## src/rtl/bimodal_predictor_pkg.sv

```systemverilog
// Shared types, constants and helper functions for the bimodal branch predictor.
// The hash and counter helpers take their widths as arguments so any instance can use them.
package bimodal_predictor_pkg;

    localparam int CTR_WIDTH_DEF = 2;
    localparam logic [CTR_WIDTH_DEF-1:0] WEAK_NT = 2'b01;

    typedef enum logic {
        ST_INIT = 1'b0,
        ST_RUN  = 1'b1
    } bp_state_e;

    // Widest index / counter the helpers support.
    localparam int MAX_IDX_W = 32;
    localparam int HASH_W    = 2 * MAX_IDX_W + 2;
    localparam int MAX_CTR_W = 8;

    typedef logic [HASH_W-1:0]    hash_t;
    typedef logic [MAX_CTR_W-1:0] ctr_t;

    // index = pc[idx_w+1:2] ^ pc[2*idx_w+1:idx_w+2]
    function automatic logic [MAX_IDX_W-1:0] index_hash(input hash_t pc, input int idx_w);
        hash_t lo;
        hash_t hi;
        hash_t mask;
        hash_t res;
        lo   = pc >> 2;
        hi   = pc >> (idx_w + 2);
        mask = (hash_t'(1) << idx_w) - hash_t'(1);
        res  = (lo ^ hi) & mask;
        return res[MAX_IDX_W-1:0];
    endfunction

    // Saturating increment when taken, saturating decrement otherwise.
    function automatic ctr_t sat_step(input ctr_t base, input logic taken, input int ctr_w);
        ctr_t top;
        top = (ctr_t'(1) << ctr_w) - ctr_t'(1);
        if (taken) begin
            return (base >= top) ? top : base + ctr_t'(1);
        end
        return (base == '0) ? '0 : base - ctr_t'(1);
    endfunction

    // Weakly-not-taken: MSB clear, all lower bits set.
    function automatic ctr_t weak_nt(input int ctr_w);
        return (ctr_t'(1) << (ctr_w - 1)) - ctr_t'(1);
    endfunction

endpackage

```

## src/rtl/dual_port_ram.sv

```systemverilog
// Simple dual-port RAM: one write port, one registered read port (read-before-write).
module dual_port_ram #(
    parameter int data_width  = 2,
    parameter int num_entries = 512,
    localparam int ADDR_W     = $clog2(num_entries)
) (
    input  logic                  clk,
    input  logic                  we,
    input  logic [ADDR_W-1:0]     waddr,
    input  logic [data_width-1:0] wdata,
    input  logic                  re,
    input  logic [ADDR_W-1:0]     raddr,
    output logic [data_width-1:0] rdata
);

    logic [data_width-1:0] mem [num_entries];

    always_ff @(posedge clk) begin
        if (we) begin
            mem[waddr] <= wdata;
        end
    end

    always_ff @(posedge clk) begin
        if (re) begin
            rdata <= mem[raddr];
        end
    end

endmodule

```

## src/rtl/bimodal_predictor.sv

```systemverilog
// Bimodal branch predictor: hashed table of saturating counters with an init sweep,
// one-cycle prediction reads, same-cycle update writes and a last-write forwarding register.
module bimodal_predictor
    import bimodal_predictor_pkg::*;
#(
    parameter int NUM_ENTRIES = 512,
    parameter int CTR_WIDTH   = CTR_WIDTH_DEF,
    parameter int PC_WIDTH    = 32
) (
    input  logic                 clk,
    input  logic                 rst,
    input  logic                 pred_valid,
    output logic                 pred_ready,
    input  logic [PC_WIDTH-1:0]  pred_pc,
    output logic                 pred_resp_valid,
    output logic                 pred_taken,
    output logic [CTR_WIDTH-1:0] pred_ctr,
    input  logic                 upd_valid,
    output logic                 upd_ready,
    input  logic [PC_WIDTH-1:0]  upd_pc,
    input  logic                 upd_taken,
    input  logic [CTR_WIDTH-1:0] upd_ctr,
    output logic                 init_busy
);

    localparam int IDX_W = $clog2(NUM_ENTRIES);
    localparam logic [CTR_WIDTH-1:0] INIT_VAL = CTR_WIDTH'(weak_nt(CTR_WIDTH));

    bp_state_e        state_reg, state_next;
    logic [IDX_W-1:0] sweep_reg, sweep_next;

    always_ff @(posedge clk) begin
        if (rst) begin
            state_reg <= ST_INIT;
            sweep_reg <= '0;
        end else begin
            state_reg <= state_next;
            sweep_reg <= sweep_next;
        end
    end

    always_comb begin
        state_next = state_reg;
        sweep_next = sweep_reg;
        case (state_reg)
            ST_INIT: begin
                sweep_next = sweep_reg + 1'b1;
                if (sweep_reg == IDX_W'(NUM_ENTRIES - 1)) begin
                    state_next = ST_RUN;
                end
            end
            ST_RUN: begin
                state_next = ST_RUN;
            end
            default: begin
                state_next = ST_INIT;
            end
        endcase
    end

    // Ready is also masked by rst so nothing is accepted in a reset cycle.
    assign init_busy  = (state_reg == ST_INIT);
    assign pred_ready = (state_reg == ST_RUN) && !rst;
    assign upd_ready  = (state_reg == ST_RUN) && !rst;

    logic pred_fire;
    logic upd_fire;
    assign pred_fire = pred_valid && pred_ready;
    assign upd_fire  = upd_valid && upd_ready;

    logic [IDX_W-1:0] pred_idx;
    logic [IDX_W-1:0] upd_idx;
    assign pred_idx = IDX_W'(index_hash(hash_t'(pred_pc), IDX_W));
    assign upd_idx  = IDX_W'(index_hash(hash_t'(upd_pc), IDX_W));

    // Last-write register: the caller's snapshot may predate our own most recent write.
    logic                 lw_valid_reg;
    logic [IDX_W-1:0]     lw_idx_reg;
    logic [CTR_WIDTH-1:0] lw_val_reg;
    logic [CTR_WIDTH-1:0] upd_base;
    logic [CTR_WIDTH-1:0] upd_new;

    assign upd_base = (lw_valid_reg && (lw_idx_reg == upd_idx)) ? lw_val_reg : upd_ctr;
    assign upd_new  = CTR_WIDTH'(sat_step(ctr_t'(upd_base), upd_taken, CTR_WIDTH));

    always_ff @(posedge clk) begin
        if (rst) begin
            lw_valid_reg <= 1'b0;
            lw_idx_reg   <= '0;
            lw_val_reg   <= '0;
        end else if (upd_fire) begin
            lw_valid_reg <= 1'b1;
            lw_idx_reg   <= upd_idx;
            lw_val_reg   <= upd_new;
        end
    end

    logic                 ram_we;
    logic [IDX_W-1:0]     ram_waddr;
    logic [CTR_WIDTH-1:0] ram_wdata;
    logic [CTR_WIDTH-1:0] ram_rdata;

    assign ram_we    = init_busy || upd_fire;
    assign ram_waddr = init_busy ? sweep_reg : upd_idx;
    assign ram_wdata = init_busy ? INIT_VAL : upd_new;

    dual_port_ram #(
        .data_width (CTR_WIDTH),
        .num_entries(NUM_ENTRIES)
    ) u_table (
        .clk  (clk),
        .we   (ram_we),
        .waddr(ram_waddr),
        .wdata(ram_wdata),
        .re   (pred_fire),
        .raddr(pred_idx),
        .rdata(ram_rdata)
    );

    // The RAM returns the old value on a same-address collision, so forward the new one.
    logic                 resp_valid_reg;
    logic                 bypass_reg;
    logic [CTR_WIDTH-1:0] bypass_val_reg;

    always_ff @(posedge clk) begin
        if (rst) begin
            resp_valid_reg <= 1'b0;
            bypass_reg     <= 1'b0;
            bypass_val_reg <= '0;
        end else begin
            resp_valid_reg <= pred_fire;
            bypass_reg     <= pred_fire && upd_fire && (upd_idx == pred_idx);
            bypass_val_reg <= upd_new;
        end
    end

    assign pred_resp_valid = resp_valid_reg;
    assign pred_ctr        = resp_valid_reg ? (bypass_reg ? bypass_val_reg : ram_rdata) : '0;
    assign pred_taken      = pred_ctr[CTR_WIDTH-1];

endmodule

```

## config.mk

```make
export PLATFORM = sky130hd
export DESIGN_NAME = bimodal_predictor
export DESIGN_NICKNAME = d
export VERILOG_FILES = /design/src/rtl/bimodal_predictor_pkg.sv /design/src/rtl/dual_port_ram.sv /design/src/rtl/bimodal_predictor.sv
export SDC_FILE = /design/constraint.sdc
export NUM_CORES = 2
export LEC_CHECK = 0
export BUFFER_PORTS_ARGS = -buffer_cell sky130_fd_sc_hd__buf_2
export CAP_MARGIN = 25
export CORE_MARGIN = 2
export CORE_UTILIZATION = 40
export CTS_CLUSTER_SIZE = 28
export DETAILED_ROUTE_END_ITERATION = 8
export GPL_TIMING_DRIVEN = 0
export PLACE_DENSITY = 0.52
export SLEW_MARGIN = 30
export SYNTH_ARGS = -nofsm -noshare
export SYNTH_HDL_FRONTEND = slang
export SYNTH_HIERARCHICAL = 1
export SYNTH_SLANG_ARGS = --single-unit
```

## constraint.sdc

```tcl
create_clock -name clk -period 52.6 [get_ports clk]
set_input_delay 7.89 -clock clk [delete_from_list [all_inputs] [get_ports clk]]
set_output_delay 7.89 -clock clk [all_outputs]
set_load 0.03 [all_outputs]
```

# ---- After elaboration in Yosys (flattened, before gate mapping)
# Memory sizes are Yosys's and may differ from the RTL's. A register that Yosys moved wholly into a read port is not among the register bits.
# Cells that the tools add are included.
# Widths: inputs -> output; s select.
dict set report classes {
  n_addsub 3
  muxes 14
  bitwise 3
  eq_ne 3
  reduce_logical 9
  n_lt_le_gt_ge 1
}
# cell count
set op_table {}
lappend op_table {{$eq 9x9->1} 2}
lappend op_table {{$xor 9x9->9} 2}
lappend op_table {{$mux 2} 8}
lappend op_table {{$add 9x1->9 const B} 1}
lappend op_table {{$eq 9x9->1 const B} 1}
lappend op_table {{$mux 9} 1}
lappend op_table {{$logic_and 1x1->1} 6}
lappend op_table {{$mux 1} 4}
lappend op_table {{$add 2x1->2 const B} 1}
lappend op_table {{$ge 2x2->1 const B} 1}
lappend op_table {{$logic_not 2->1} 1}
lappend op_table {{$pmux 1 s2} 1}
lappend op_table {{$sub 2x1->2 const B} 1}
lappend op_table {{$logic_not 1->1} 1}
lappend op_table {{$logic_or 1x1->1} 1}
lappend op_table {{$not 1->1} 1}
dict set report word_totals {
  inputBits 71
  ff_bits 26
  elab_cells 42
  n_memories 1
  ram_bits 1024
}
# name depth width read_ports rd_clocked_by_memory_dff write_ports line_no
set mem_list {}
lappend mem_list {u_table.mem 512 2 1 1 1 dual_port_ram.sv:16} ;# logic [data_width-1:0] mem [num_entries];

# ---- Depth between registers and ports, before layout
dict set report depth {
  ltp_word 9
  depth_mapped 13
}

# ---- Cells and area by module
# The synthesis kept the hierarchy.
# module cells_each instances area_each_um2
set by_module_without_submodules {}
lappend by_module_without_submodules {dual_port_ram 2608 1 42334.4}
lappend by_module_without_submodules {bimodal_predictor 174 1 1637.8}

# ---- Least setup slack after synthesis
# OpenSTA, ideal clock, no wires.
dict set report synth_path {
  kind {input-to-reg}
  from {input port upd_pc[18]}
  to {memory u_table.mem[0][1] (data pin)}
  setup_time_ps 2576
  stages 6
  required_time_ps 50024
  slack_ps 29194
  arrival_ps 20830
  cell_sequence {xnor3_1 -> nand4_2 -> nor4_4 -> mux2i_1 -> maj3_2 -> nor2_1}
}
dict set report synth_between {
  elab_chain_cells 9
  word_cells_on_any_way 13
}
# element line_no
set synth_rtl {}
lappend synth_rtl {{from (decl)} bimodal_predictor.sv:20} ;# input logic [PC_WIDTH-1:0] upd_pc,
lappend synth_rtl {{$xor 9x9->9 *} bimodal_predictor_pkg.sv:30} ;# res = (lo ^ hi) & mask;
lappend synth_rtl {{$eq 9x9->1 *} bimodal_predictor.sv:83} ;# assign upd_base = (lw_valid_reg && (lw_idx_reg == upd_idx)) ? lw_val_reg : upd_ctr;
lappend synth_rtl {{$logic_and 1x1->1 *} bimodal_predictor.sv:83}
lappend synth_rtl {{$mux 2 *} bimodal_predictor.sv:83}
lappend synth_rtl {{$add 2x1->2 / $ge 2x2->1 (equally long branches)} bimodal_predictor_pkg.sv:39} ;# return (base >= top) ? top : base + ctr_t'(1);
lappend synth_rtl {{$mux 2} bimodal_predictor_pkg.sv:39}
lappend synth_rtl {{$mux 2} bimodal_predictor_pkg.sv:38} ;# if (taken) begin
lappend synth_rtl {{$mux 2 *} bimodal_predictor_pkg.sv:41} ;# return (base == '0) ? '0 : base - ctr_t'(1);
lappend synth_rtl {{$mux 2 *} bimodal_predictor.sv:105} ;# assign ram_wdata = init_busy ? INIT_VAL : upd_new;
lappend synth_rtl {{via ram_wdata[1]} bimodal_predictor.sv:100} ;# logic [CTR_WIDTH-1:0] ram_wdata;
lappend synth_rtl {{to (decl)} dual_port_ram.sv:16}
# The timed path passes the listed nets; every way through them passes the cells marked *. The select of a mux whose other input is x is not followed.

# ---- Worst setup path after layout
dict set report layout_path {
  from {input port rst}
  to {output port upd_ready}
}
dict set report layout_between {
  elab_chain_cells 2
}
# element line_no
set layout_rtl {}
lappend layout_rtl {{from (decl)} bimodal_predictor.sv:11} ;# input logic rst,
lappend layout_rtl {{$logic_not 1->1} bimodal_predictor.sv:64} ;# assign upd_ready = (state_reg == ST_RUN) && !rst;
lappend layout_rtl {{$logic_and 1x1->1} bimodal_predictor.sv:64}
lappend layout_rtl {{to (decl)} bimodal_predictor.sv:19} ;# output logic upd_ready,
# Every way passes these cells.

==> flow_summary.toml <==
[routing]
drt_iter0_drc = 4181
postRouteWirelength_mm = 165
wire_per_inst_microns = 36.8
via_per_inst = 6.26
detail-route-antenna-nets = 0
dr.pass1.iters = 6
route.detailed.drc = 0
vias = 28100

[synthesis]
synthesis.area_sq_mm = 0.0440
synth_top_area_share_pct = 70.1
yosysWarnings = 6
synth_area_per_cell_sq_um = 15.8
synth_top_cell_by_area = "edfxtp_1"
synth.area.top_cells = "edfxtp_1 (70%), mux4_2 (6.6%), mux2i_1 (5.9%)"
synth_cell_type_count = 67
ys_seq_area_share_pct = 71.2
synth_edf_count = 1026
synth_seq_cells = 1052
syn_nets = 2855
async_flop_share_pct = 0
synth_cells = 2782
synth_flop_cell = "edfxtp_1"

[sta]
fin_worst_skew_ps = 24.3
fmax_mhz = 60.2
setup_ws_ps = 35980
tightest_slew_ps = 1150
drv_slew = 0
rsz0062_at_grt = "no"
fin_crit_ps = 16620
tns_ps = 0
setup_viol = 0
slew_headroom_pct = 23.3
hold_viol = 0
fin_crit_sh_pct = 31.6

[global_routing]
gr-usage-all-layers_pct = 29.2
grt_max_degree = 69
gr-total-overflow = 0
antenna_found_initial = 9
grt_pass1_vias = 27800
grt_pass1_wl_mm = 223

[setup_path]
critPathRequiredTime_ps = 44710
worstPathArrival_ps = 8730
cp_max_fo = 7
startpoint_type = "input port"
criticalPathCategory = "in2out"
crit_path_end_kind = "output port"

[flow_run]
drv_cap = 0

[finish]
drive_above_1_share_pct = 17.3
stdcell_count = 4485
area_growth_pct = 14.7
layout_common_cells = "edfxtp_1 (1026), nor2_1 (574), mux2i_1 (258), mux4_2 (128)"
final_common_cell = "edfxtp_1"
largest_reg_flops = 1024
antenna_cells = 0
finalNetCount = 3052

[cts]
cts_buffers = 110
postCtsSetupRepairBufs = 0
cts_tree = "built"
clock-root-buffer = "clkbuf_16"
insertion_delay_ps = 720
cts.path.max_buffers = 3
cts_sinks = 1052
htreeDepth = 3
path_clk_slew_ps = 50
cts.repair.resized = 0
cts_hold_buf = 0

[floorplan]
start_util_pct = 40.3
die-area_sq_mm = 0.113
core_sq_mm = 0.109
rows = 121
io_pins = 78
die_h_microns = 336
die_x_microns = 336

[place]
place_hpwl_mm = 113
routabilityCongestion = 0.979
pre_cts_slack_ps = 35960
port_buffers = 49
dp.cells = 4281

[power_and_ir_drop]
peakVddDrop_v = 0.0000273
p_total_w = 0.00186
power_density_mw_per_mm2 = 36.9
p_leak_nw = 16.6

[status]
status = "finished, final reports clean"

[worst_hold_path]
min_path_type = "reg2reg"
layer usage:
| metal | global-route usage, % | share of wire (%) | vias to the layer above |
|---|---|---|---|
| met5 | 0 | 0.019 | - |
| met2 | 45.1 | 45 | 1941 |
| met1 | 39.5 | 39 | 14500 |
| met3 | 6.80 | 11 | 353 |
| li1 | - | - | 11200 |
| met4 | 12.8 | 5.0 | 6 |
synth_stat cells (7+ instances only):
master,count
a211oi_1,19
nand2_1,68
dfxtp_1,26
xnor2_1,10
xnor3_1,8
buf_2,35
clkbuf_1,102
nor2b_1,9
nor4_1,10
buf_4,20
nand4_1,13
o22ai_1,43
o21ai_0,37
a221oi_1,7
mux2i_1,258
and2_1,9
o221ai_1,110
xor2_1,22
nor2_1,577
nor3_1,43
buf_1,16
a21oi_1,53
buf_6,26
mux4_2,128
edfxtp_1,1026
nand3_1,18
or3_1,8
final timing paths:
| kind | start | to | slack, ps | cells after the start |
|---|---|---|---|---|
| max | rst | upd_ready | 35980 | 4 |
| max reg2reg | state_reg | u_table/mem[102][0] | 48300 | 8 |
| min | lw_idx_reg[0] | lw_idx_reg[0] | 500 | 2 |
| min reg2reg | lw_idx_reg[0] | lw_idx_reg[0] | 500 | 2 |
metrics by stage:
stage | util (%) | hold slack, ps | instance area (sq um)
floorplan | - | 466 | 44000
global placement | 42.2 | 476 | 46000
detailed placement | 43.1 | 499 | 47000
CTS | 46.3 | 508 | 50400
global route | 46.3 | 532 | 50400
finish | 46.3 | 504 | 50400
critical path, stage by stage:
cell    delay (ps)
buf_2          140
nor2_1         340
buf_4          180
buf_2          180
logic make-up after synthesis:
kind of cell             Yosys count  synth area share [%]
AO/OA/AOI/OAI                    299                  4.87
XOR/XNOR                          41                  1.11
adder cells (fa/ha/maj)            4                 0.108
buffers and inverters            212                  2.69
flip-flops                      1052                  71.2
multiplexers                     391                  12.6
AND/OR/NAND/NOR                  783                  7.41
where the power goes:
group / total [W] / switching (W) / leakage, nW / internal (W)
logic: 0.000202 / 0.000143 / 5.06 / 0.0000586
registers: 0.000907 / 0.000000399 / 9.86 / 0.000906
clock network: 0.000755 / 0.000325 / 1.68 / 0.000429
total: 0.00186 / 0.000469 / 16.6 / 0.00139
cell type report:
class                           instances  area, sq um
Multi-Input combinational cell       1518        11500
Clock inverter                         60          558
Fill cell                            9516        58600
Tap cell                             1414         1770
Clock buffer                          144         2880
Inverter                                7         26.3
Buffer                                205         1230
Timing Repair Buffer                   85         1120
Sequential cell                      1052        31300
(Power assumes the default switching activity.)
